**config.mk**
```make
export PLATFORM = sky130hd
export DESIGN_NAME = md5_step_ctrl
export DESIGN_NICKNAME = d
export VERILOG_FILES = /design/src/rtl/md5_step_ctrl.sv
export SDC_FILE = /design/constraint.sdc
export NUM_CORES = 2
export LEC_CHECK = 0
export ABC_AREA = 1
export CAP_MARGIN = 20
export CORE_AREA = 3 3 428 430
export DETAILED_ROUTE_END_ITERATION = 10
export DIE_AREA = 0 0 431 433
export DONT_BUFFER_PORTS = 1
export PLACE_DENSITY = 0.52
export SLEW_MARGIN = 10
export SYNTH_ARGS = -nofsm -noshare
export SYNTH_HDL_FRONTEND = slang
export SYNTH_SLANG_ARGS = --single-unit
```
**constraint.sdc**
```tcl
create_clock -name clk -period 4.5 [get_ports clk]
set_input_delay 0.225 -clock clk [delete_from_list [all_inputs] [get_ports clk]]
set_output_delay 0.225 -clock clk [all_outputs]
set_load 0.01 [all_outputs]
```
**src/rtl/md5_step_ctrl.sv**
```systemverilog
// md5_step_ctrl: sequences one 512-bit block through an external MD5 step datapath (64 steps) and emits the chained 128-bit digest. Optional MD5_CHAIN_EN adds chain_sel to reuse the last digest as the IV.
module md5_step_ctrl #(
   parameter int NUM_STEPS = 64,
   parameter int WORD_W    = 32
) (
   input  logic                  clk,
   input  logic                  rst_n,
   input  logic                  start_valid,
   output logic                  start_ready,
   input  logic [16*WORD_W-1:0]  msg_blk,
   input  logic [4*WORD_W-1:0]   iv_in,
`ifdef MD5_CHAIN_EN
   input  logic                  chain_sel,
`endif
   output logic [WORD_W-1:0]     dp_a,
   output logic [WORD_W-1:0]     dp_b,
   output logic [WORD_W-1:0]     dp_c,
   output logic [WORD_W-1:0]     dp_d,
   output logic [WORD_W-1:0]     dp_msg,
   output logic [4:0]            dp_shift,
   output logic [WORD_W-1:0]     dp_t,
   output logic [1:0]            dp_func,
   input  logic [WORD_W-1:0]     dp_aout,
   input  logic [WORD_W-1:0]     dp_bout,
   input  logic [WORD_W-1:0]     dp_cout,
   input  logic [WORD_W-1:0]     dp_dout,
   output logic [5:0]            step_idx,
   output logic                  busy,
   output logic                  out_valid,
   input  logic                  out_ready,
   output logic [4*WORD_W-1:0]   digest
);
   typedef enum logic [1:0] {IDLE, RUN, FINAL, DONE} state_t;
   localparam logic [31:0] T_ROM [64] = '{
      32'hd76aa478, 32'he8c7b756, 32'h242070db, 32'hc1bdceee,
      32'hf57c0faf, 32'h4787c62a, 32'ha8304613, 32'hfd469501,
      32'h698098d8, 32'h8b44f7af, 32'hffff5bb1, 32'h895cd7be,
      32'h6b901122, 32'hfd987193, 32'ha679438e, 32'h49b40821,
      32'hf61e2562, 32'hc040b340, 32'h265e5a51, 32'he9b6c7aa,
      32'hd62f105d, 32'h02441453, 32'hd8a1e681, 32'he7d3fbc8,
      32'h21e1cde6, 32'hc33707d6, 32'hf4d50d87, 32'h455a14ed,
      32'ha9e3e905, 32'hfcefa3f8, 32'h676f02d9, 32'h8d2a4c8a,
      32'hfffa3942, 32'h8771f681, 32'h6d9d6122, 32'hfde5380c,
      32'ha4beea44, 32'h4bdecfa9, 32'hf6bb4b60, 32'hbebfbc70,
      32'h289b7ec6, 32'heaa127fa, 32'hd4ef3085, 32'h04881d05,
      32'hd9d4d039, 32'he6db99e5, 32'h1fa27cf8, 32'hc4ac5665,
      32'hf4292244, 32'h432aff97, 32'hab9423a7, 32'hfc93a039,
      32'h655b59c3, 32'h8f0ccc92, 32'hffeff47d, 32'h85845dd1,
      32'h6fa87e4f, 32'hfe2ce6e0, 32'ha3014314, 32'h4e0811a1,
      32'hf7537e82, 32'hbd3af235, 32'h2ad7d2bb, 32'heb86d391
   };
   localparam logic [4:0] SHIFT_ROM [16] = '{
      5'd7, 5'd12, 5'd17, 5'd22, 5'd5, 5'd9, 5'd14, 5'd20,
      5'd4, 5'd11, 5'd16, 5'd23, 5'd6, 5'd10, 5'd15, 5'd21
   };
   state_t               state, state_nxt;
   logic [WORD_W-1:0]    msg [16];
   logic [4*WORD_W-1:0]  chain;
   logic [4*WORD_W-1:0]  iv_src;
   logic [3:0]           i4;
   logic [3:0]           g;
`ifdef MD5_CHAIN_EN
   assign iv_src = chain_sel ? digest : iv_in;
`else
   assign iv_src = iv_in;
`endif
   assign i4 = step_idx[3:0];
   // state register
   always_ff @(posedge clk or negedge rst_n)
      if (!rst_n) state <= IDLE;
      else        state <= state_nxt;
   // next state: accept in IDLE, leave RUN after the last step, one FINAL cycle, hold DONE until consumed
   always_comb
      state_nxt = (state == IDLE)  ? (start_valid ? RUN : IDLE) :
                  (state == RUN)   ? ((step_idx == 6'(NUM_STEPS - 1)) ? FINAL : RUN) :
                  (state == FINAL) ? DONE :
                  (out_ready ? IDLE : DONE);
   // handshake and status outputs decoded from the state
   always_comb begin
      start_ready = (state == IDLE);
      busy        = (state == RUN) || (state == FINAL);
      out_valid   = (state == DONE);
   end
   // per-step constants; step_idx stays 0 outside RUN so these show step 0 there
   always_comb begin
      g        = (step_idx[5:4] == 2'd0) ? i4 :
                 (step_idx[5:4] == 2'd1) ? i4 * 4'd5 + 4'd1 :
                 (step_idx[5:4] == 2'd2) ? i4 * 4'd3 + 4'd5 : i4 * 4'd7;
      dp_func  = step_idx[5:4];
      dp_shift = SHIFT_ROM[{step_idx[5:4], step_idx[1:0]}];
      dp_t     = T_ROM[step_idx];
      dp_msg   = msg[g];
   end
   // block capture, working-register update per step and final chaining add
   always_ff @(posedge clk or negedge rst_n)
      if (!rst_n) begin
         step_idx <= '0;
         dp_a     <= '0;
         dp_b     <= '0;
         dp_c     <= '0;
         dp_d     <= '0;
         chain    <= '0;
         digest   <= '0;
         for (int k = 0; k < 16; k++) msg[k] <= '0;
      end else if (start_ready && start_valid) begin
         step_idx <= '0;
         chain    <= iv_src;
         dp_a     <= iv_src[31:0];
         dp_b     <= iv_src[63:32];
         dp_c     <= iv_src[95:64];
         dp_d     <= iv_src[127:96];
         for (int k = 0; k < 16; k++) msg[k] <= msg_blk[32*k +: 32];
      end else if (state == RUN) begin
         step_idx <= step_idx + 6'd1;
         dp_a     <= dp_aout;
         dp_b     <= dp_bout;
         dp_c     <= dp_cout;
         dp_d     <= dp_dout;
      end else if (state == FINAL)
         digest <= {chain[127:96] + dp_d, chain[95:64] + dp_c, chain[63:32] + dp_b, chain[31:0] + dp_a};
endmodule
```
# [After elaboration in Yosys (flattened, before gate mapping)]
# Memory sizes are Yosys's and may differ from the RTL's.
# Cells that the tools add are included.
[classes] bitwise_logic=5 add_sub_neg=7 reduce_logical=6 order_cmp=3 n_mux=26 mul=3 n_eq_ne=6
[op_table] cell="32-bit 2-to-1 mux" count=12
[op_table] cell="32-bit adder" count=4
[op_table] cell="32-bit binary-select mux with 4-bit select" count=1
[op_table] cell="4-bit 2-to-1 mux" count=3
[op_table] cell="6-bit 2-to-1 mux" count=2
[op_table] cell="5-bit >= comparator, second input constant" count=2
[op_table] cell="2-bit 2-to-1 mux" count=5
[op_table] cell="5-bit 2-to-1 mux" count=2
[op_table] cell="4-bit inverter with 5-bit output" count=2
[op_table] cell="4-bit by 3-bit multiplier with 4-bit output, second input constant" count=2
[op_table] cell="7-bit >= comparator, second input constant" count=1
[op_table] cell="6-bit inverter with 7-bit output" count=1
[op_table] cell="6-bit by 1-bit adder with 6-bit output, second input constant" count=1
[op_table] cell="2-bit == test, second input constant" count=3
[op_table] cell="6-bit == test, second input constant" count=1
[op_table] cell="4-bit by 1-bit adder with 4-bit output, second input constant" count=1
[op_table] cell="4-bit by 3-bit adder with 4-bit output, second input constant" count=1
[op_table] cell="2-bit by 1-bit == test with 1-bit output, second input constant" count=2
[op_table] cell="2-bit logical NOT" count=2
[op_table] cell="4-bit by 2-bit multiplier with 4-bit output, second input constant" count=1
[op_table] cell="3-bit AND reduction" count=1
[op_table] cell="1-bit inverter" count=2
[op_table] cell="2-bit nonzero test" count=1
[op_table] cell="1-bit logical AND" count=1
[op_table] cell="2 further kinds" count=2
[word_totals] in_bits=772 word_cells=82 output_inout_bits=336 mem_count=2 regBits=904 romBits=2128
[memory_table] memory="(no name shown)" depth=64 width=32 read_ports=1 rd_ports_with_merged_regs=0 write_ports=0 line_no="91" source="dp_t = T_ROM[step_idx];"
[memory_table] memory="(no name shown)" depth=16 width=5 read_ports=1 rd_ports_with_merged_regs=0 write_ports=0 line_no="90" source="dp_shift = SHIFT_ROM[{step_idx[5:4], step_idx[1:0]}];"

# [Longest topological paths before layout]
[logic_depth] ltp_word=9 mapped_depth=16 mapped_depth_nobuf=13

# [Least setup slack after synthesis]
# Ideal clock, no wire load.
[synth_path] path_kind="register -> output" start="register step_idx[2]" end="output dp_msg[10]" arrival_ps=3456 t_required_ps=4275 stages_incl_launch_ff=16 path_buffers=3 slack_ps=819 cell_sequence="dfrtp_1 -> clkbuf_1 -> clkinv_1 -> clkbuf_1 -> ha_1 -> inv_1 -> fa_1 -> or2_2 -> nand2_1 -> nand2_1 -> nand3_1 -> nand2_1 -> o21ai_1 -> clkbuf_1 -> nand3_1 -> nand2_1"
[synth_between] elab_chain_cells=9 word_cells_on_any_way=12 classes_between="add/sub (2); mul (3); mux (6); bitwise (1)"
[synth_lines] element="start: declaration" line_no="27" source="output logic [5:0] step_idx,"
[synth_lines] element="start signal: assignment" line_no="114" source="step_idx <= step_idx + 6'd1;"
[synth_lines] element="4-bit by 2-bit multiplier with 4-bit output" line_no="88" source="(step_idx[5:4] == 2'd2) ? i4 * 4'd3 + 4'd5 : i4 * 4'd7;"
[synth_lines] element="4-bit by 3-bit adder with 4-bit output" line_no="88"
[synth_lines] element="4-bit 2-to-1 mux" line_no="88"
[synth_lines] element="4-bit 2-to-1 mux" line_no="87" source="(step_idx[5:4] == 2'd1) ? i4 * 4'd5 + 4'd1 :"
[synth_lines] element="4-bit 2-to-1 mux *" line_no="86" source="g = (step_idx[5:4] == 2'd0) ? i4 :"
[synth_lines] element="4-bit inverter with 5-bit output (not written as such) *" line_no="92" source="dp_msg = msg[g];"
[synth_lines] element="32-bit binary-select mux with 4-bit select *" line_no="92"
[synth_lines] element="32-bit 2-to-1 mux (not written as such) * (2 in series)" line_no="92"
[synth_lines] element="end: declaration" line_no="19" source="output logic [WORD_W-1:0] dp_msg,"
# Every way passes the cells marked *; elsewhere a longest branch is shown, timed or not. The select of a mux whose other input is x is not followed.

# [Worst setup path in the final report]
[layout_path] start="register step_idx[5]" end="output dp_msg[14]"
[layout_between] elab_chain_cells=8 word_cells_on_any_way=10 classes_between="eq/ne (2); mux (6); bitwise (1); reduce/logical (1)"
[layout_lines] element="2-bit == test" line_no="88"
[layout_lines] element="4-bit 2-to-1 mux" line_no="88"
[layout_lines] element="4-bit 2-to-1 mux" line_no="87"
[layout_lines] element="4-bit 2-to-1 mux *" line_no="86"
[layout_lines] element="4-bit inverter with 5-bit output (not written as such) *" line_no="92"
[layout_lines] element="32-bit binary-select mux with 4-bit select *" line_no="92"
[layout_lines] element="32-bit 2-to-1 mux (not written as such) * (2 in series)" line_no="92"
# Marked as above.

==> flow_summary.json <==
{
  "async_flop_share": 1.000,
  "path_cells": "inv_2 -> nand2_4 -> nand2_2 -> xor2_4 -> buf_12 -> buf_12 -> nand2_1 -> nand3_1 -> nand3_1 -> nand3_1 -> nand2_1",
  "ys_ff_latch": 904,
  "seq_area_um2": 22620,
  "synth.top_cell.area_share": 0.4384,
  "ys_types": 46,
  "cts_tree": "yes",
  "fin_crit_ns": 4.304,
  "ant_nets": 0,
  "grt_max_degree": 905,
  "drt-pass1-iter-count": 6,
  "maxSlewViolCount": 0,
  "p_leak_uw": 0.03361,
  "num_rows": 156,
  "path_max_fanout": 121,
  "holdPathStages": 3,
  "ys_top_cells_by_area": "dfrtp_1, nand2_1, inv_1",
  "drt-initial-drc-count": 4495,
  "whs_endpoint": "msg[351]",
  "ys_warn_count": 0,
  "cts_buffer_depth": 3,
  "rsz0062_at_grt": "no",
  "seqPwrFrac": 0.273,
  "maxCapViolations": 0,
  "power_frac_comb": 0.562,
  "gp_congestion": 0.9419,
  "finClkSkew_ns": 0.05775,
  "initial_core_util": 0.2864,
  "synth_top_area_cell": "dfrtp_1",
  "cts_buffers": 110,
  "multiInputGateArea_um2": 23650,
  "critPathArrivalTime_ns": 4.08,
  "wl_per_cell_um": 23.54,
  "rr_startpoint": "state[0]",
  "cp-end-kind": "output pin",
  "switching_share": 0.5140,
  "die_area_um2": 186600,
  "critPathMostFrequentCell": "nand3_1",
  "drc_errors": 0,
  "antenna_found_initial": 62,
  "insertion_delay_ns": 0.77,
  "dpl-instance-area_um2": 54150,
  "synthesis.nets": 8368,
  "yosysMostFrequentCell": "nand2_1",
  "die_w_um": 431,
  "pin_count": 1108,
  "fin_area_um2": 67030,
  "hold_viol": 0,
  "synthCells": 7435,
  "cpPeakStageDelay_ns": 0.81,
  "synth.avg_cell_area_um2": 6.940,
  "cp_top_family": "simple AND/OR/NAND/NOR gates",
  "fin_crit_sh": 0.9565,
  "drive_gt1_frac": 0.03598,
  "gr-usage-all-layers": 0.2584,
  "nets": 9098,
  "setup_viol": 0,
  "place_hpwl_um": 188300,
  "worstMarginPinSlew_ns": 1.094,
  "worst_ep_required_time_ns": 4.28,
  "grt.overflow.total": 0,
  "hold_class": "primary input to flip-flop",
  "status": "finished clean",
  "vdd_ir_drop_max_uv": 520.1,
  "clkTransAtPathRegs_ns": 0.07,
  "intPower_uw": 27560,
  "crit_path_top_delay_cell": "dfrtp_1",
  "vias_per_cell": 4.925,
  "yosys-top-cells-count": "nand2_1, inv_1, dfrtp_1",
  "path_buf_inv": 3,
  "area_delta_synth_final_pct": 29.92,
  "switchingPower_uw": 29150,
  "routed_wl_um": 251100,
  "io_buffers": 0,
  "max_slew_margin": 0.2632,
  "synth_edf_count": 0,
  "vias": 52533,
  "root_buffer": "clkbuf_16",
  "core-area_um2": 180200,
  "clkPwrFrac": 0.165,
  "cts_setup_buffers": 0,
  "r2r_end": "dp_b[0]",
  "power.density_nw_per_um2": 846.0,
  "rrSetupSlack_ns": 0.85,
  "hold_start": "msg_blk[191]",
  "path_class": "flip-flop to output pin",
  "synthFlopType": "dfrtp_1",
  "yosysSeqAreaShare": 0.4384,
  "clock.fmax_ghz": 0.2323,
  "start_kind": "flip-flop",
  "syn_area_um2": 51600,
  "tns_ns": 0,
  "r2r_cells": 8,
  "grt_pass1_vias": 51641,
  "grt_pass1_wl_um": 356000,
  "h-tree-depth": 3,
  "clkSinkCount": 904,
  "n_fill_cell": 18643,
  "dieHeight_um": 433
}
## cell usage in the layout (no fill, tap or decap), types with 29 or more instances in the layout
cell / n
diode_2: 43
nand2_1: 2863
a21oi_1: 107
nor2_1: 336
o21ai_0: 639
nand4_1: 36
inv_1: 1051
dfrtp_1: 903
a31oi_1: 128
dlygate4sd3_1: 881
clkbuf_16: 111
xnor2_1: 59
nand3_1: 653
ha_1: 153
buf_4: 51
nor3_1: 29
## per-layer routing
layer	up-vias	track usage	wire length [µm]	part of all wire
li1	24745	-	-	-
met5	-	0	148	0.00059
met2	2246	0.4321	119500	0.48
met3	660	0.05453	16910	0.067
met4	22	0.1712	18680	0.074
met1	24860	0.2988	95870	0.38
## layout make-up
type,instances,share of cell area
repair buffers,965,0.1477
multi-input cells,5121,0.3529
inverters,1063,0.05979
flip-flops and latches,904,0.3375
well taps,2370,0.04424
clock inverters,47,0.009221
diodes,43,0.001605
clock buffers,154,0.04713
## registers in the layout, indices dropped and copies added (netlist names)
signal and cells:
step_idx 6, dp_a 32, dp_b 32, digest 128, dp_d 32, msg 512, dp_c 32, chain 128
state 2
## worst max path at each step
stage	startpoint	to	depth (start not counted)
floorplan	step_idx[2]	dp_msg[10]	15
finish	step_idx[5]	dp_msg[14]	11
global route	step_idx[0]	dp_msg[23]	11
CTS	step_idx[0]	dp_msg[1]	12
detailed placement	step_idx[0]	dp_msg[1]	12
global placement	step_idx[0]	dp_msg[1]	12
## power groups by stage
stage / Combinational [µW] / Sequential, µW / Clock (µW)
floorplan: 20000 / 14100 / 0
global placement: 29700 / 15600 / 0
detailed placement: 29800 / 15700 / 0
CTS: 31500 / 15500 / 9570
global route: 35400 / 15900 / 9870
finish: 31900 / 15500 / 9350
## cells by family (layout without fill, tap and decap cells)
kind of cell               after synthesis  count (layout)  share of synthesized area
AOI/OAI and AO/OA                      946             946                    0.09841
and+or+nand+nor                       3950            3950                     0.3073
buffers and inverters                 1410            2229                     0.1049
DFF                                    904             904                     0.4384
adders and majority gates              161             161                    0.03992
xor gates and xnor gates                64              64                    0.01101
other                                    0              43                          0
## timing repair
item	CTS	global route
resized for setup	0	3
endpoints found under the setup margin	0	7
hold buffers	880	2
endpoints found under the hold margin	1674	266
## per-stage QoR
stage	utilization	hold slack, ns	std cells	total power [µW]	setup WS (ns)
after floorplan	-	-0.07059	7435	34090	0.8190
after global placement	0.3006	-0.05024	9536	45310	0.8693
after detailed placement	0.3006	-0.04755	9536	45490	0.9101
after CTS	0.3704	-0.9042	10617	56570	0.002770
after global routing	0.3720	0.05494	10661	61180	0.03931
final	0.3721	0.09590	10667	56710	0.1958
## worst reg2reg max path, cell delays in order, from the launching register on
cell,delay (ns)
dfrtp_1,0.40
inv_1,0.13
ha_1,0.40
nand2_4,0.40
inv_8,0.53
buf_12,0.50
nand2_1,0.40
a31oi_1,0.23
dlygate4sd3_1,0.56
Power figures use the tool's default switching activity.
